**src/rtl/seg7_pkg.sv**
```systemverilog
// Shared seven-segment definitions: active-high {g..a} patterns and pin polarity helper.
package seg7_pkg;

  typedef logic [6:0] seg7_t;

  localparam seg7_t SEG_0     = 7'h3F;
  localparam seg7_t SEG_1     = 7'h06;
  localparam seg7_t SEG_2     = 7'h5B;
  localparam seg7_t SEG_3     = 7'h4F;
  localparam seg7_t SEG_4     = 7'h66;
  localparam seg7_t SEG_5     = 7'h6D;
  localparam seg7_t SEG_6     = 7'h7D;
  localparam seg7_t SEG_7     = 7'h07;
  localparam seg7_t SEG_8     = 7'h7F;
  localparam seg7_t SEG_9     = 7'h6F;
  localparam seg7_t SEG_A     = 7'h77;
  localparam seg7_t SEG_B     = 7'h7C;
  localparam seg7_t SEG_C     = 7'h39;
  localparam seg7_t SEG_D     = 7'h5E;
  localparam seg7_t SEG_E     = 7'h79;
  localparam seg7_t SEG_F     = 7'h71;
  localparam seg7_t SEG_BLANK = 7'h00;

  // Per-bit so it serves any pin-vector width (segments and anodes alike).
  function automatic logic to_pin(input logic active, input bit active_low);
    return active_low ? ~active : active;
  endfunction

endpackage

```
**src/rtl/seg7_decode.sv**
```systemverilog
// Combinational 4-bit code to active-high {g..a} pattern; codes 10..15 need hex_mode.
module seg7_decode
  import seg7_pkg::*;
(
  input  logic [3:0] code,
  input  logic       hex_mode,
  output seg7_t      pattern
);

  always_comb begin
    pattern = SEG_BLANK;
    case (code)
      4'h0: pattern = SEG_0;
      4'h1: pattern = SEG_1;
      4'h2: pattern = SEG_2;
      4'h3: pattern = SEG_3;
      4'h4: pattern = SEG_4;
      4'h5: pattern = SEG_5;
      4'h6: pattern = SEG_6;
      4'h7: pattern = SEG_7;
      4'h8: pattern = SEG_8;
      4'h9: pattern = SEG_9;
      4'hA: pattern = hex_mode ? SEG_A : SEG_BLANK;
      4'hB: pattern = hex_mode ? SEG_B : SEG_BLANK;
      4'hC: pattern = hex_mode ? SEG_C : SEG_BLANK;
      4'hD: pattern = hex_mode ? SEG_D : SEG_BLANK;
      4'hE: pattern = hex_mode ? SEG_E : SEG_BLANK;
      4'hF: pattern = hex_mode ? SEG_F : SEG_BLANK;
      default: pattern = SEG_BLANK;
    endcase
  end

endmodule

```
**src/rtl/sevenseg_scan_driver.sv**
```systemverilog
// Time-multiplexed N-digit seven-segment scanner with per-frame snapshot,
// hex mode and leading-zero blanking; all pins registered.
module sevenseg_scan_driver
  import seg7_pkg::*;
#(
  parameter int unsigned N_DIGITS    = 4,
  parameter int unsigned REFRESH_DIV = 100000,
  parameter int unsigned ACTIVE_LOW  = 1
) (
  input  logic                  clk,
  input  logic                  reset,
  input  logic [4*N_DIGITS-1:0] digits_in,
  input  logic [N_DIGITS-1:0]   dp_in,
  input  logic                  hex_mode,
  input  logic                  blank_lz,
  output logic [N_DIGITS-1:0]   anode,
  output logic [7:0]            seg,
  output logic                  frame_start
);

  localparam int unsigned PRE_W = (REFRESH_DIV > 1) ? $clog2(REFRESH_DIV) : 1;
  localparam int unsigned IDX_W = $clog2(N_DIGITS);
  localparam logic [PRE_W-1:0] PRE_LAST = PRE_W'(REFRESH_DIV - 1);
  localparam logic [IDX_W-1:0] IDX_LAST = IDX_W'(N_DIGITS - 1);
  localparam bit POL_LOW = (ACTIVE_LOW != 0);
  localparam logic [N_DIGITS-1:0] AN_OFF  = {N_DIGITS{POL_LOW}};
  localparam logic [7:0]          SEG_OFF = {8{POL_LOW}};

  typedef enum logic {ST_START, ST_SCAN} scan_state_t;

  scan_state_t           state, state_next;
  logic [PRE_W-1:0]      pre_cnt, pre_next;
  logic [IDX_W-1:0]      idx, idx_next;
  logic                  tick, snap;
  logic [4*N_DIGITS-1:0] dig_q, dig_d;
  logic [N_DIGITS-1:0]   dp_q, dp_d;
  logic                  hex_q, hex_d, blz_q, blz_d;
  logic [N_DIGITS-1:0]   blank;
  logic                  zero_run, dp_run;
  logic [3:0]            sel_code;
  seg7_t                 sel_pat;
  logic [N_DIGITS-1:0]   an_raw, anode_d;
  logic [7:0]            seg_raw, seg_d;

  // ST_START holds the prescaler for one cycle so digit 0 still gets a full slot.
  always_comb begin
    state_next = state;
    pre_next   = pre_cnt;
    idx_next   = idx;
    snap       = 1'b0;
    tick       = (pre_cnt == PRE_LAST);
    case (state)
      ST_START: begin
        state_next = ST_SCAN;
        snap       = 1'b1;
      end
      ST_SCAN: begin
        if (tick) begin
          pre_next = '0;
          if (idx == IDX_LAST) begin
            idx_next = '0;
            snap     = 1'b1;
          end else begin
            idx_next = idx + 1'b1;
          end
        end else begin
          pre_next = pre_cnt + 1'b1;
        end
      end
      default: state_next = ST_START;
    endcase
  end

  assign dig_d = snap ? digits_in : dig_q;
  assign dp_d  = snap ? dp_in     : dp_q;
  assign hex_d = snap ? hex_mode  : hex_q;
  assign blz_d = snap ? blank_lz  : blz_q;

  // Walk from the most-significant digit down; any dp at or above a digit unblanks it.
  always_comb begin
    blank    = '0;
    zero_run = 1'b1;
    dp_run   = 1'b0;
    for (int unsigned i = N_DIGITS - 1; i >= 1; i--) begin
      zero_run = zero_run & (dig_d[4*i +: 4] == 4'd0);
      dp_run   = dp_run | dp_d[i];
      blank[i] = blz_d & zero_run & ~dp_run;
    end
  end

  assign sel_code = dig_d[{idx_next, 2'b00} +: 4];

  seg7_decode u_decode (
    .code     (sel_code),
    .hex_mode (hex_d),
    .pattern  (sel_pat)
  );

  always_comb begin
    an_raw           = '0;
    an_raw[idx_next] = 1'b1;
    seg_raw          = blank[idx_next] ? 8'h00 : {dp_d[idx_next], sel_pat};
    for (int unsigned i = 0; i < N_DIGITS; i++) anode_d[i] = to_pin(an_raw[i], POL_LOW);
    for (int unsigned i = 0; i < 8; i++) seg_d[i] = to_pin(seg_raw[i], POL_LOW);
  end

  always_ff @(posedge clk or posedge reset) begin
    if (reset) begin
      state       <= ST_START;
      pre_cnt     <= '0;
      idx         <= '0;
      dig_q       <= '0;
      dp_q        <= '0;
      hex_q       <= 1'b0;
      blz_q       <= 1'b0;
      anode       <= AN_OFF;
      seg         <= SEG_OFF;
      frame_start <= 1'b0;
    end else begin
      state       <= state_next;
      pre_cnt     <= pre_next;
      idx         <= idx_next;
      dig_q       <= dig_d;
      dp_q        <= dp_d;
      hex_q       <= hex_d;
      blz_q       <= blz_d;
      anode       <= anode_d;
      seg         <= seg_d;
      frame_start <= snap;
    end
  end

endmodule

```
**config.mk**
```make
export PLATFORM = sky130hd
export DESIGN_NAME = sevenseg_scan_driver
export DESIGN_NICKNAME = d
export VERILOG_FILES = /design/src/rtl/seg7_pkg.sv /design/src/rtl/seg7_decode.sv /design/src/rtl/sevenseg_scan_driver.sv
export SDC_FILE = /design/constraint.sdc
export NUM_CORES = 1
export LEC_CHECK = 0
export CAP_MARGIN = 20
export CORE_MARGIN = 2
export CORE_UTILIZATION = 30
export DETAILED_ROUTE_END_ITERATION = 10
export PLACE_DENSITY = 0.51
export SLEW_MARGIN = 25
export SYNTH_ARGS = -nofsm -noshare
export SYNTH_HDL_FRONTEND = slang
export SYNTH_HIERARCHICAL = 1
export SYNTH_SLANG_ARGS = --single-unit
```
**constraint.sdc**
```tcl
create_clock -name clk -period 4.2 [get_ports clk]
set_clock_uncertainty 0.15 [all_clocks]
set_input_delay 0.84 -clock clk [delete_from_list [all_inputs] [get_ports clk]]
set_output_delay 0.84 -clock clk [all_outputs]
set_load 0.01 [all_outputs]
```
==> metrics.md <==
| Metric | Value |
|---|---|
| Status | `finished clean` |
| Multi-input logic area | `0.001439 mm²` |
| WHS Path Cells | `1` |
| Die width | `approximately 100 µm` |
| RR Endpoint | `seg[0]` |
| Reg power frac | `between 50% and 60%` |
| Seq/Total Area, Yosys | `47.30%` |
| Setup slack, reg-to-reg | `roughly 730 ps` |
| Maximum VDD drop | `about 0.13 mV` |
| GRT Util Overall | `13.03%` |
| Hold/Removal Path Class | `reg -> reg` |
| N_diodes | `0` |
| Largest net degree at the start of global routing | `56` |
| Top cells by area, synth | `dfrtp_1 37%, dfstp_2 11%, mux2_2 9.6%` |
| Maxcap violations | `0` |
| Avg Vias per Cell | `approximately 4.8` |
| Yosys warns | `6` |
| Area growth, synth to finish | `20.20%` |
| Req. time, crit path | `between 4000 and 5000 ps` |
| Ys flop type | `dfrtp_1` |
| Worst r2r src | `pre_cnt[0]` |
| Final TNS setup | `0 ps` |
| CTS tree | `built` |
| Leak pwr | `roughly 0.0014 µW` |
| RSZ-0062 raised after global routing | `no` |
| Post-synth EDFFs | `0` |
| Worst r2r path cells | `12` |
| Grt total ovfl | `0` |
| CTS hold repair buffers | `0` |
| Number of cells upsized or downsized after cts | `0` |
| Post-Place Setup Slack | `about 700 ps` |
| Overall Power | `1236 µW` |
| Port Buffers | `36` |
| Die ar. | `between 0.01 and 0.015 mm²` |
| Net Sw Frac | `roughly 28%` |
| Post-DRT Antenna Nets | `0` |
| Num CTS Buffers | `5` |
| Critical path class | `reg -> reg` |
| WP data arrival | `roughly 3600 ps` |
| Slew @ Worst Pin | `between 700 and 800 ps` |
| #FFs+latches synth | `55` |
| Rows | `36` |
| Fin worst setup slack | `726.3 ps` |
| Wire length per cell | `approximately 15 µm` |
| Cell Int Power | `890.5 µW` |
| DR iter-0 viols | `106` |
| Logic pwr share | `roughly a fifth` |
| Core Area | `between 0.009 and 0.01 mm²` |
| Total setup buffers inserted after CTS | `0` |
| Clk pwr share | `roughly a quarter` |
| Setup crit end kind | `flip-flop` |
| Relative slew slack | `between 50% and 60%` |
| Clk_lat worst skew | `~300 ps` |
| Psw | `345.3 µW` |
| Fillers | `roughly 1000` |
| Crit start category | `flip-flop` |
| Post-Synthesis Cells | `between 200 and 300` |
| Worst hold slack | `349.1 ps` |
| Nets@finish | `334` |
| First-pass GRT wire length | `around 11000 µm` |
| Clock Path Buffers | `2` |
| Drt first pass iters | `4` |
| Vias in the first global route | `approximately 2100` |
| Hold path endpoint | `pre_cnt[14]` |
| Final period util | `between 80 and 90%` |
| H-tree levels | `2` |
| Num Clock Sinks | `55` |
| Crit path time final | `approximately 3500 ps` |
| FFs w/ async S/R, synth | `100.0%` |
| Die span in y | `a little over 100 µm` |
| Io pins | `37` |
| Initial antenna violation count | `0` |
| Share of post-route cells with drive strength above 1 | `between 20% and 30%` |
| CP max FO | `13` |
| Clk slew on worst S/H paths | `approximately 100 ps` |
| Yosys top cell by area | `dfrtp_1` |
| Final setup fails | `0` |
| Hold Violations, Final | `0` |
| Syn Nets | `approximately 300` |
| RePlAce Congestion | `just over 0.8` |
| Clock root buffer master | `clkbuf_8` |
| Overall routed net length | `about 6600 µm` |
| Yosys cell types | `53` |
| Vias | `~2100` |
| DP HPWL | `slightly below 5000 µm` |
| Min-delay src | `pre_cnt[14]` |
| Register area | `about 0.0014 mm²` |
| PwrDens | `between 300 and 400 mW/mm²` |
| Initial Util | `30.52%` |
| Post-synthesis area per instance | `10.85 µm²` |
| Post-Syn Area | `roughly 0.003 mm²` |
| Fmax achieved | `0.2879 GHz` |
| Residual DRC count | `0` |
| Max-slew violations | `0` |
| Post-synth top area share | `a little over a third` |
-- cell usage in the layout, fill, tap and decap left out, types with 2 or more instances in the layout --
cell type / n
or3_1: 2
ha_1: 2
nand4_1: 4
nand3b_1: 4
xnor2_1: 8
o21ai_0: 5
dfstp_2: 12
inv_2: 2
clkdlybuf4s50_1: 36
a211oi_1: 3
nand3_1: 14
o22ai_1: 5
inv_1: 6
and3_1: 9
mux2i_1: 13
nor4_1: 2
dfrtp_1: 43
nand2b_1: 2
nor2_1: 21
buf_4: 6
clkbuf_8: 7
mux2_2: 25
o2bb2ai_1: 3
nor2b_1: 4
a21oi_1: 13
nand2_1: 18
a21o_1: 6
xor2_1: 6
or4_1: 4
-- how the worst max path moves through the flow --
stage,startpoint,to,slack [ps],cells after the start
5_1_grt,pre_cnt[0],seg[0],420,12
3_3_place_gp,pre_cnt[0],seg[0],820,12
3_5_place_dp,pre_cnt[0],seg[0],710,12
4_1_cts,pre_cnt[0],seg[0],690,12
6_report,pre_cnt[0],seg[0],730,12
2_1_floorplan,pre_cnt[0],seg[3],910,14
-- per-layer routing --
metal / up-vias / global-route usage, % / wire [µm]
met5: - / 0 / 0
met4: 0 / 4.453 / 106
met3: 8 / 2.441 / 229
met2: 41 / 21.53 / 3186
met1: 1032 / 17.20 / 3059
li1: 1042 / - / -
-- metrics by stage --
| stage | instance area, µm² | util, % | instances |
|---|---|---|---|
| after detailed placement | 3436 | 35.64 | 434 |
| after CTS | 3536 | 36.68 | 442 |
| after global placement | 3436 | 35.64 | 434 |
| after floorplan | 2942 | - | 271 |
| final | 3536 | 36.68 | 442 |
| after global routing | 3536 | 36.68 | 442 |
-- cell families (layout without fill, tap and decap cells) --
kind of cell / count (synthesis) / in the layout / synth area share [%]
simple gates: 93 / 93 / 17.78
flops: 55 / 55 / 47.30
compound gates: 46 / 46 / 11.23
mux: 39 / 39 / 14.76
buf+inv: 21 / 59 / 3.785
xor+xnor: 14 / 14 / 4.169
fa+ha+maj: 2 / 2 / 0.8506
other cells: 1 / 1 / 0.1275
-- Yosys cell counts (all sizes together) (2+ instances only) --
master / instances
mux2i: 14
or4: 4
nand4: 5
xor2: 6
nor2: 21
xnor2: 8
nand3b: 4
mux2: 25
and3: 9
clkbuf: 2
nand2: 18
a21oi: 13
dfstp: 12
o22ai: 5
a211oi: 3
buf: 10
nor4: 3
o21ai: 6
ha: 2
a31oi: 2
inv: 8
nand3: 14
a21o: 6
dfrtp: 43
nand2b: 2
nor2b: 4
or3: 3
o2bb2ai: 3
-- power groups by stage --
stage	sequential [µW]	clock (µW)	combinational [µW]
global route	671	352	284
detailed placement	670	0	258
global placement	669	0	257
floorplan	661	0	163
finish	659	322	255
CTS	660	333	258
-- worst max-delay path: stages, from the launching register on --
cell and delay, ps:
dfrtp_1 410, ha_1 200, and3_1 230, and4_1 380, and3_1 350, mux2_2 500, mux2i_1 170, o2bb2ai_1 160
buf_4 190, or2b_2 310, o21ai_0 150, or3_1 140, nand3_1 60
-- cell type report --
cell class / instances / area share [%]
sequential: 55 / 39.35
timing repair buffer: 42 / 11.46
tap: 133 / 4.706
multi-input combinational: 195 / 40.69
clock buffer: 8 / 2.831
inverter: 9 / 0.9554
-- state kept, by name (all words and copies together), names as in the netlist --
signal	count
pre_cnt	17
dig_q	16
seg	8
anode	4
dp_q	4
idx	2
blz_q	1
frame_start	1
hex_q	1
state	1
Note: power is estimated with default switching activity, not from simulation.
